## src/rtl/execution_sequencer.sv

```systemverilog
// Multi-cycle instruction sequencer: walks FETCH/DECODE/EXECUTE/MEMORY/WRITEBACK and
// emits the one-cycle write strobes for PC, IR, register bank, special register and data memory.
module execution_sequencer #(
  parameter int MEM_WAIT_CYCLES = 1,
  parameter int COUNT_WIDTH     = 16
) (
  input  logic                   clock,
  input  logic                   reset,
  input  logic                   enable,
  input  logic [2:0]             controlMAH,
  input  logic                   allow_write_on_memory,
  input  logic                   should_read_from_input,
  input  logic [2:0]             controlRB,
  input  logic [2:0]             specreg_update_mode,
  input  logic                   input_confirm,
  input  logic                   resume,
  output logic                   ir_load,
  output logic                   pc_enable,
  output logic                   regbank_write,
  output logic                   specreg_write,
  output logic                   mem_write_strobe,
  output logic [2:0]             stage,
  output logic                   halted,
  output logic                   waiting_input,
  output logic [COUNT_WIDTH-1:0] retired_count
);

  typedef enum logic [2:0] {
    S_FETCH      = 3'd0,
    S_DECODE     = 3'd1,
    S_EXECUTE    = 3'd2,
    S_MEMORY     = 3'd3,
    S_INPUT_WAIT = 3'd4,
    S_WRITEBACK  = 3'd5,
    S_HALT       = 3'd6
  } state_t;

  localparam logic [3:0] WAIT_LAST = 4'(MEM_WAIT_CYCLES);

  state_t                 state_reg, state_next;
  logic [3:0]             wait_cnt_reg, wait_cnt_next;
  logic                   mem_reg, wr_reg, inp_reg, rb_reg, sr_reg, hlt_reg;
  logic                   confirm_prev_reg;
  logic [COUNT_WIDTH-1:0] retired_count_reg;

  logic wait_done;
  logic ir_load_comb, pc_enable_comb, regbank_write_comb, specreg_write_comb, mem_write_comb;
  logic halted_comb, waiting_input_comb;

  always_ff @(posedge clock or negedge reset) begin
    if (!reset) begin
      state_reg         <= S_FETCH;
      wait_cnt_reg      <= 4'd0;
      mem_reg           <= 1'b0;
      wr_reg            <= 1'b0;
      inp_reg           <= 1'b0;
      rb_reg            <= 1'b0;
      sr_reg            <= 1'b0;
      hlt_reg           <= 1'b0;
      confirm_prev_reg  <= 1'b0;
      retired_count_reg <= '0;
    end else begin
      state_reg        <= state_next;
      wait_cnt_reg     <= wait_cnt_next;
      confirm_prev_reg <= input_confirm;
      // Control-core fields are only trusted while the instruction is being decoded.
      if (state_reg == S_DECODE) begin
        mem_reg <= (controlMAH != 3'd0) | allow_write_on_memory;
        wr_reg  <= allow_write_on_memory;
        inp_reg <= should_read_from_input;
        rb_reg  <= (controlRB != 3'd0);
        sr_reg  <= (specreg_update_mode != 3'd0);
        hlt_reg <= ~enable;
      end
      if (state_reg == S_WRITEBACK) begin
        retired_count_reg <= retired_count_reg + COUNT_WIDTH'(1);
      end
    end
  end

  assign wait_done = (wait_cnt_reg == WAIT_LAST);

  always_comb begin
    state_next         = state_reg;
    wait_cnt_next      = wait_cnt_reg;
    ir_load_comb       = 1'b0;
    pc_enable_comb     = 1'b0;
    regbank_write_comb = 1'b0;
    specreg_write_comb = 1'b0;
    mem_write_comb     = 1'b0;
    halted_comb        = 1'b0;
    waiting_input_comb = 1'b0;
    case (state_reg)
      S_FETCH: begin
        if (wait_done) begin
          ir_load_comb = 1'b1;
          state_next   = S_DECODE;
        end else begin
          wait_cnt_next = wait_cnt_reg + 4'd1;
        end
      end
      S_DECODE: state_next = S_EXECUTE;
      S_EXECUTE: begin
        if (inp_reg)      state_next = S_INPUT_WAIT;
        else if (mem_reg) state_next = S_MEMORY;
        else              state_next = S_WRITEBACK;
      end
      S_MEMORY: begin
        mem_write_comb = wr_reg && (wait_cnt_reg == 4'd0);
        if (wait_done) state_next    = S_WRITEBACK;
        else           wait_cnt_next = wait_cnt_reg + 4'd1;
      end
      S_INPUT_WAIT: begin
        waiting_input_comb = 1'b1;
        if (input_confirm && !confirm_prev_reg) state_next = S_WRITEBACK;
      end
      S_WRITEBACK: begin
        regbank_write_comb = rb_reg;
        specreg_write_comb = sr_reg;
        pc_enable_comb     = ~hlt_reg;
        state_next         = hlt_reg ? S_HALT : S_FETCH;
      end
      S_HALT: begin
        halted_comb = 1'b1;
        if (resume) begin
          pc_enable_comb = 1'b1;
          state_next     = S_FETCH;
        end
      end
      default: state_next = S_FETCH;
    endcase
    if (state_next != state_reg) wait_cnt_next = 4'd0;
  end

  // Reset forces strobes low even when a zero-wait FETCH would otherwise assert ir_load.
  assign ir_load          = ir_load_comb & reset;
  assign pc_enable        = pc_enable_comb & reset;
  assign regbank_write    = regbank_write_comb & reset;
  assign specreg_write    = specreg_write_comb & reset;
  assign mem_write_strobe = mem_write_comb & reset;
  assign halted           = halted_comb & reset;
  assign waiting_input    = waiting_input_comb & reset;
  assign stage            = state_reg;
  assign retired_count    = retired_count_reg;

endmodule

```

## config.mk

```make
export PLATFORM = sky130hd
export DESIGN_NAME = execution_sequencer
export DESIGN_NICKNAME = d
export VERILOG_FILES = /design/src/rtl/execution_sequencer.sv
export SDC_FILE = /design/constraint.sdc
export NUM_CORES = 1
export LEC_CHECK = 0
export ABC_AREA = 1
export CORE_ASPECT_RATIO = 0.6
export CORE_MARGIN = 5
export CORE_UTILIZATION = 52
export CTS_CLUSTER_SIZE = 12
export DETAILED_ROUTE_END_ITERATION = 12
export PLACE_DENSITY = 0.85
export SETUP_SLACK_MARGIN = 0.2
export SLEW_MARGIN = 20
export SYNTH_ARGS = -nofsm -noshare
export SYNTH_HDL_FRONTEND = slang
export SYNTH_SLANG_ARGS = --single-unit
```

## constraint.sdc

```tcl
create_clock -name clock -period 2.8 [get_ports clock]
set_clock_uncertainty 0.15 [all_clocks]
set_input_delay 0.56 -clock clock [delete_from_list [all_inputs] [get_ports clock]]
set_output_delay 0.56 -clock clock [all_outputs]
set_load 0.01 [all_outputs]
```

==> summary.md, run 1 <==
| Metric | Value |
|---|---|
| Status | finished, final reports clean |
| Worst min path class | flip-flop to flip-flop |
| Area of the multi-input gates | 758 um2 |
| Worst VDD drop | 0.481 mV |
| Slowest CP cell | clkdlybuf4s50_1 |
| Number of fill cells | 216 |
| H-tree level count | 2 |
| GRT Util Overall | 20.6% |
| Setup-failing EPs final | 0 |
| Wire length per cell | 13.4 um |
| Tightest Pin Transition | 0.435 ns |
| Critical Path Fanout Max | 7 |
| Post-synthesis async set-or-reset flop share | 100% |
| Sequential area share after synthesis | 46.7% |
| Post-synthesis cell count | 190 |
| Critical Path Most Common Cell | clkdlybuf4s50_1 |
| CTS hold repair buffers | 0 |
| Die Wd | 81.8 um |
| Ports | 42 |
| Final hold vios | 0 |
| Mean Syn Cell Area | 8.47 um2 |
| Data required, critical path | 2.09 ns |
| Finished Cell Area | 2180 um2 |
| Area contributors post-synth | dfrtp_1 (47%), nand2_1 (9.6%), inv_1 (5.1%), nor2_1 (5.1%), xor2_1 (4.4%) |
| Crit path depth | 4 |
| Remaining DRCs | 0 |
| Number of buffers created by CTS | 5 |
| Top FF cell, synth | dfrtp_1 |
| Initial antenna violation count | 0 |
| Row cnt | 15 |
| Net Count, Synth | 210 |
| Setup CP Type | input pin to output port |
| Worst path buffer plus inverter count | 3 |
| Vias per Instance | 4.89 |
| Crit path from | reset |
| Static leakage | 0.00101 uW |
| Port Buf Inserts | 41 |
| Number of global-route vias before repair | 1365 |
| Area leader, netlist | dfrtp_1 |
| CP peak stage delay | 0.54 ns |
| Max FFs per register | 16 |
| Pwr dens | 745 nW/um2 |
| CP Launch Type | input pin |
| Longest Clk Path Bufs | 2 |
| Initial Util | 55.3% |
| EDFF count, synth | 0 |
| Starting DRC count in detailed routing | 164 |
| Setup TNS Final | 0 ns |
| Synth cell types | 29 |
| Clock sinks | 30 |
| Post-Route WL | 3.76 mm |
| Post-DP Area | 2070 um2 |
| Via Count | 1374 |
| RSZ-0062 raised after global routing | no |
| Worst Setup End Kind | output port |
| Largest net degree at the start of global routing | 31 |
| Die Y-Extent | 53.1 um |
| Crit Reg-Reg Startpoint | stage[2] |
| Die area | 4340 um2 |
| RePlAce Congestion | 0.844 |
| Clock Tree Root | clkbuf_8 |
| Setup Fix Bufs, Post-CTS | 0 |
| Hold Crit Start | retired_count[14] |
| Worst path top cell family by delay | buffers and inverters |
| CORE AREA | 2910 um2 |
| Yosys top cell area share | 46.7% |
| Cell Area, Synth | 1610 um2 |
| Total congestion overflow | 0 |
| Period utilization | 89.7% |
| Area delta synth->final | 35.5% |
| Layout Nets | 258 |
| CP cell instances | clkdlybuf4s50_1, inv_2, nor2_2, clkdlybuf4s50_1 |
| FF-to-FF setup slack | 1.03 ns |
| Yosys warnings | 0 |
| Clk slew on worst S/H paths | 0.07 ns |
| Fin crit period | 2.51 ns |
| RR Endpoint | wait_cnt_reg[3] |
| CP endpoint | halted |
| Maximum clock frequency | 0.398 GHz |
| DP HPWL | 2.75 mm |
| Share of cells above drive strength 1 | 12.6% |
| CTS tree | done |
| Sequential Area | 751 um2 |
| Clk_lat worst skew | 0.28 ns |
| Pins Over Slew Limit | 0 |
| Hold Slack | 0.358 ns |
| Antenna viol nets, final | 0 |
| CP arrival | 1.80 ns |
| Relative slew slack | 70.9% |
| Total power draw | 1630 uW |
| Flop and latch count out of synthesis | 30 |
| First-pass GRT wire length | 6.48 mm |
| Antenna diodes | 0 |
| First-pass iteration count of the detailed router | 4 |
| Worst reg-to-reg path cell count | 7 |
| Max_cap viols | 0 |
## worst min-delay path by stage
stage	to	slack [ns]	depth (start not counted)
CTS	retired_count[14]	0.35	2
detailed placement	retired_count[14]	0.33	2
global placement	retired_count[15]	0.32	2
floorplan	confirm_prev_reg	0.11	0
finish	retired_count[14]	0.36	2
global route	retired_count[2]	0.40	1
## cell type report
class                           instances  area share [%]
Tap cell                               42            2.41
Clock buffer                            8            5.05
Multi-Input combinational cell        133            34.8
Sequential cell                        30            34.4
Timing Repair Buffer                   42            18.9
Inverter                               26            4.48
## routing by layer
metal	wire length, um	global-route usage [%]
met5	0	0
met4	59	8.56
met3	181	5.27
met2	1660	30.0
met1	1860	28.8
## metrics by stage
stage               std cells  worst slack, ns  utilization, %
floorplan                 190             1.01               -
global placement          273            0.106            71.3
detailed placement        273           0.0691            71.3
CTS                       281            0.215            74.9
global route              281            0.216            75.0
finish                    281            0.288            75.0
## synth_stat cells, types with 3 or more instances
library cell and instances:
nor2_4 4, a21oi_1 4, nand2_2 3, xnor2_1 5, dfrtp_1 30, nand3_1 13
nand2_1 41, nor2_1 22, ha_1 4, nor3_1 9, inv_1 22, inv_2 4
xor2_1 8
## kinds of logic after synthesis
group | share of synthesized area (%)
compound gates | 5.75
fa+ha+maj | 3.11
simple gates | 31.0
xor+xnor | 7.08
buf+inv | 6.38
flops | 46.7
## worst min-delay path, stage by stage (launching register included)
cell,delay [ns]
dfrtp_1,0.37
nand2_1,0.06
nand2_1,0.05
## cells in the final DEF (no fill, tap or decap), drive strengths merged
cell type,n
nand3b,1
nand2,44
a21oi,5
nor4,2
a31oi,1
nand3,14
o21ai,3
clkdlybuf4s50,36
a21boi,1
xor2,8
buf,1
o31ai,1
or2,1
dlygate4sd2,5
a22oi,1
ha,4
inv,26
dfrtp,30
nor3,11
clkbuf,8
nand4,2
nor2,28
xnor2,5
o2111ai,1
## repair_timing
item,4_1_cts,5_1_grt
gates resized for setup,5,2
pin swaps,0,0
endpoints found under the setup margin,5,2
gates cloned,0,0
## where the power goes
part	leakage [uW]	switching, uW	internal, uW
registers	0.000389	104	528
clock network	0.0000575	162	248
logic	0.000566	336	249
(Power assumes the default switching activity.)
==> inputs of run 2 (changes only) <==
--- a/config.mk
+++ b/config.mk
@@ -7,7 +7,7 @@
 export LEC_CHECK = 0
 export ABC_AREA = 1
 export CORE_ASPECT_RATIO = 0.6
-export CORE_MARGIN = 5
+export CORE_MARGIN = 2
 export CORE_UTILIZATION = 52
 export CTS_CLUSTER_SIZE = 12
 export DETAILED_ROUTE_END_ITERATION = 12
==> summary.md, run 2 (synthesis gave the netlist of run 1 again) <==
| Metric | Value |
|---|---|
| Period utilization | 90.4% (+0.68 points) |
| CP Launch Type | input pin |
| Longest Clk Path Bufs | 2 (unchanged) |
| Comb power frac | 37.8% (+1.8 points) |
| Clock Tree Root | clkbuf_8 |
| Max_cap viols | 0 (unchanged) |
| Die Y-Extent | 47.1 um (-11%) |
| Post-Route WL | 3.55 mm (-5.4%) |
| Die Wd | 75.8 um (-7.3%) |
| Worst Setup End Kind | output port |
| Share of cells above drive strength 1 | 11.3% (-1.2 points) |
| Setup CP Type | input pin to output port |
| Seq pwr share | 41.3% (+2.5 points) |
| Status | finished, final reports clean |
| Row cnt | 15 (unchanged) |
| Commonest cells after routing, fill and taps aside | nand2_1 (41), clkdlybuf4s50_1 (36), dfrtp_1 (30) |
| CP arrival | 1.82 ns (+0.02 ns) |
| Hold path depth | 2 (unchanged) |
| Number of buffers created by CTS | 5 (unchanged) |
| Fin crit period | 2.53 ns (+0.0191 ns) |
| P_int | 947 uW (-7.6%) |
| Wire length per cell | 12.7 um (-5.1%) |
| Antenna diodes | 0 (unchanged) |
| Number of fill cells | 211 (-2.3%) |
| Worst VDD drop | 0.501 mV (+4.1%) |
| Clk_lat worst skew | 0.28 ns (about the same) |
| Final worst setup slack | 0.269 ns (-0.0191 ns) |
| Worst reg-to-reg path cell count | 7 (unchanged) |
| Place WS | 0.0496 ns (-0.0195 ns) |
| Die area | 3570 um2 (-18%) |
| CTS tree | done |
| Clock power frac | 20.9% (-4.3 points) |
| First-pass GRT wire length | 5.88 mm (-9.3%) |
| First-pass iteration count of the detailed router | 4 (unchanged) |
| Layout Nets | 258 (unchanged) |
| Area of the multi-input gates | 758 um2 (unchanged) |
| Max FFs per register | 16 (unchanged) |
| CTS hold repair buffers | 0 (unchanged) |
| Remaining DRCs | 0 (unchanged) |
| H-tree level count | 2 (unchanged) |
| Total congestion overflow | 0 (unchanged) |
| Setup TNS Final | 0 ns (unchanged) |
| Initial antenna violation count | 0 (unchanged) |
| Final hold vios | 0 (unchanged) |
| Setup Fix Bufs, Post-CTS | 0 (unchanged) |
| Critical Path Fanout Max | 7 (unchanged) |
| Setup-failing EPs final | 0 (unchanged) |
| Maximum clock frequency | 0.395 GHz (-0.75%) |
| Switch Pwr | 584 uW (-2.9%) |
| GRT Util Overall | 23.2% (+2.6 points) |
| Data required, critical path | 2.09 ns (about the same) |
| Total power draw | 1530 uW (-5.9%) |
| RSZ-0062 raised after global routing | no |
| Static leakage | 0.000993 uW (-1.9%) |
| Antenna viol nets, final | 0 (unchanged) |
| Switching Share | 38.1% (+1.2 points) |
| Starting DRC count in detailed routing | 95 (-42%) |
| Tightest Pin Transition | 0.456 ns (+0.0204 ns) |
| Sequential Area | 751 um2 (unchanged) |
| Largest net degree at the start of global routing | 31 (unchanged) |
| Commonest non-fill, non-tap cell in the layout | nand2_1 |
| Ports | 42 (unchanged) |
| Area delta synth->final | 33.4% |
| RePlAce Congestion | 0.987 (+17%) |
| Number of global-route vias before repair | 1278 (-6.4%) |
| Initial Util | 55.3% (unchanged) |
| Vias per Instance | 5.01 (+2.4%) |
| Clock sinks | 30 (unchanged) |
| CORE AREA | 2910 um2 (unchanged) |
| Worst min path class | flip-flop to flip-flop |
| Pins Over Slew Limit | 0 (unchanged) |
| Relative slew slack | 69.5% (-1.4 points) |
| Pwr dens | 713 nW/um2 (-4.4%) |
| Port Buf Inserts | 41 (unchanged) |
| Clk slew on worst S/H paths | 0.06 ns (about the same) |
| DP HPWL | 2.74 mm (-0.40%) |
| Via Count | 1402 (+2.0%) |
[run 2: power by group through the flow]
stage	clock [uW]	combinational [uW]	sequential (uW)
finish	320	578	632
global route	345	649	645
CTS	325	581	631
detailed placement	0	583	638
global placement	0	561	632
floorplan	0	361	631
[run 2: timing repair]
action	CTS	global route
hold endpoints to repair	0	0
setup endpoints to repair	5	3
resized for setup	5	2
[run 2: cell type report]
type	count	share of cell area, %
multi-input cells	133	35.3
flip-flops and latches	30	35.0
repair buffers	42	19.2
inverters	26	4.55
clock buffers	7	3.55
well taps	42	2.45
[run 2: per-stage QoR]
stage	utilization [%]	area, um2	cells	hold slack, ns
5_1_grt	73.8	2150	280	0.382
2_1_floorplan	-	1610	190	0.114
6_report	73.8	2150	280	0.355
3_3_place_gp	71.3	2070	273	0.324
4_1_cts	73.7	2140	280	0.358
3_5_place_dp	71.3	2070	273	0.340
[run 2: final timing paths]
check	from	end	slack (ns)
worst max register to register	stage[2]	wait_cnt_reg[3]	1.01
worst max-delay path	reset	halted	0.27
min in group asynchronous	reset	inp_reg	0.56
worst min-delay path	retired_count[14]	retired_count[14]	0.36
max in group asynchronous	reset	wait_cnt_reg[3]	1.67
worst min register to register	retired_count[14]	retired_count[14]	0.36
[run 2: worst max-delay path, cell delays in order]
cell and delay [ns]:
clkdlybuf4s50_1 0.49, inv_2 0.09, nor2_2 0.14, clkdlybuf4s50_1 0.55
[run 2: layer usage]
| metal | wire, um | track usage [%] | vias up |
|---|---|---|---|
| met3 | 243 | 6.87 | 4 |
| met1 | 1760 | 33.0 | 647 |
| met4 | 34 | 8.42 | 0 |
| li1 | - | - | 703 |
| met2 | 1520 | 34.0 | 48 |
| met5 | 0 | 0 | - |
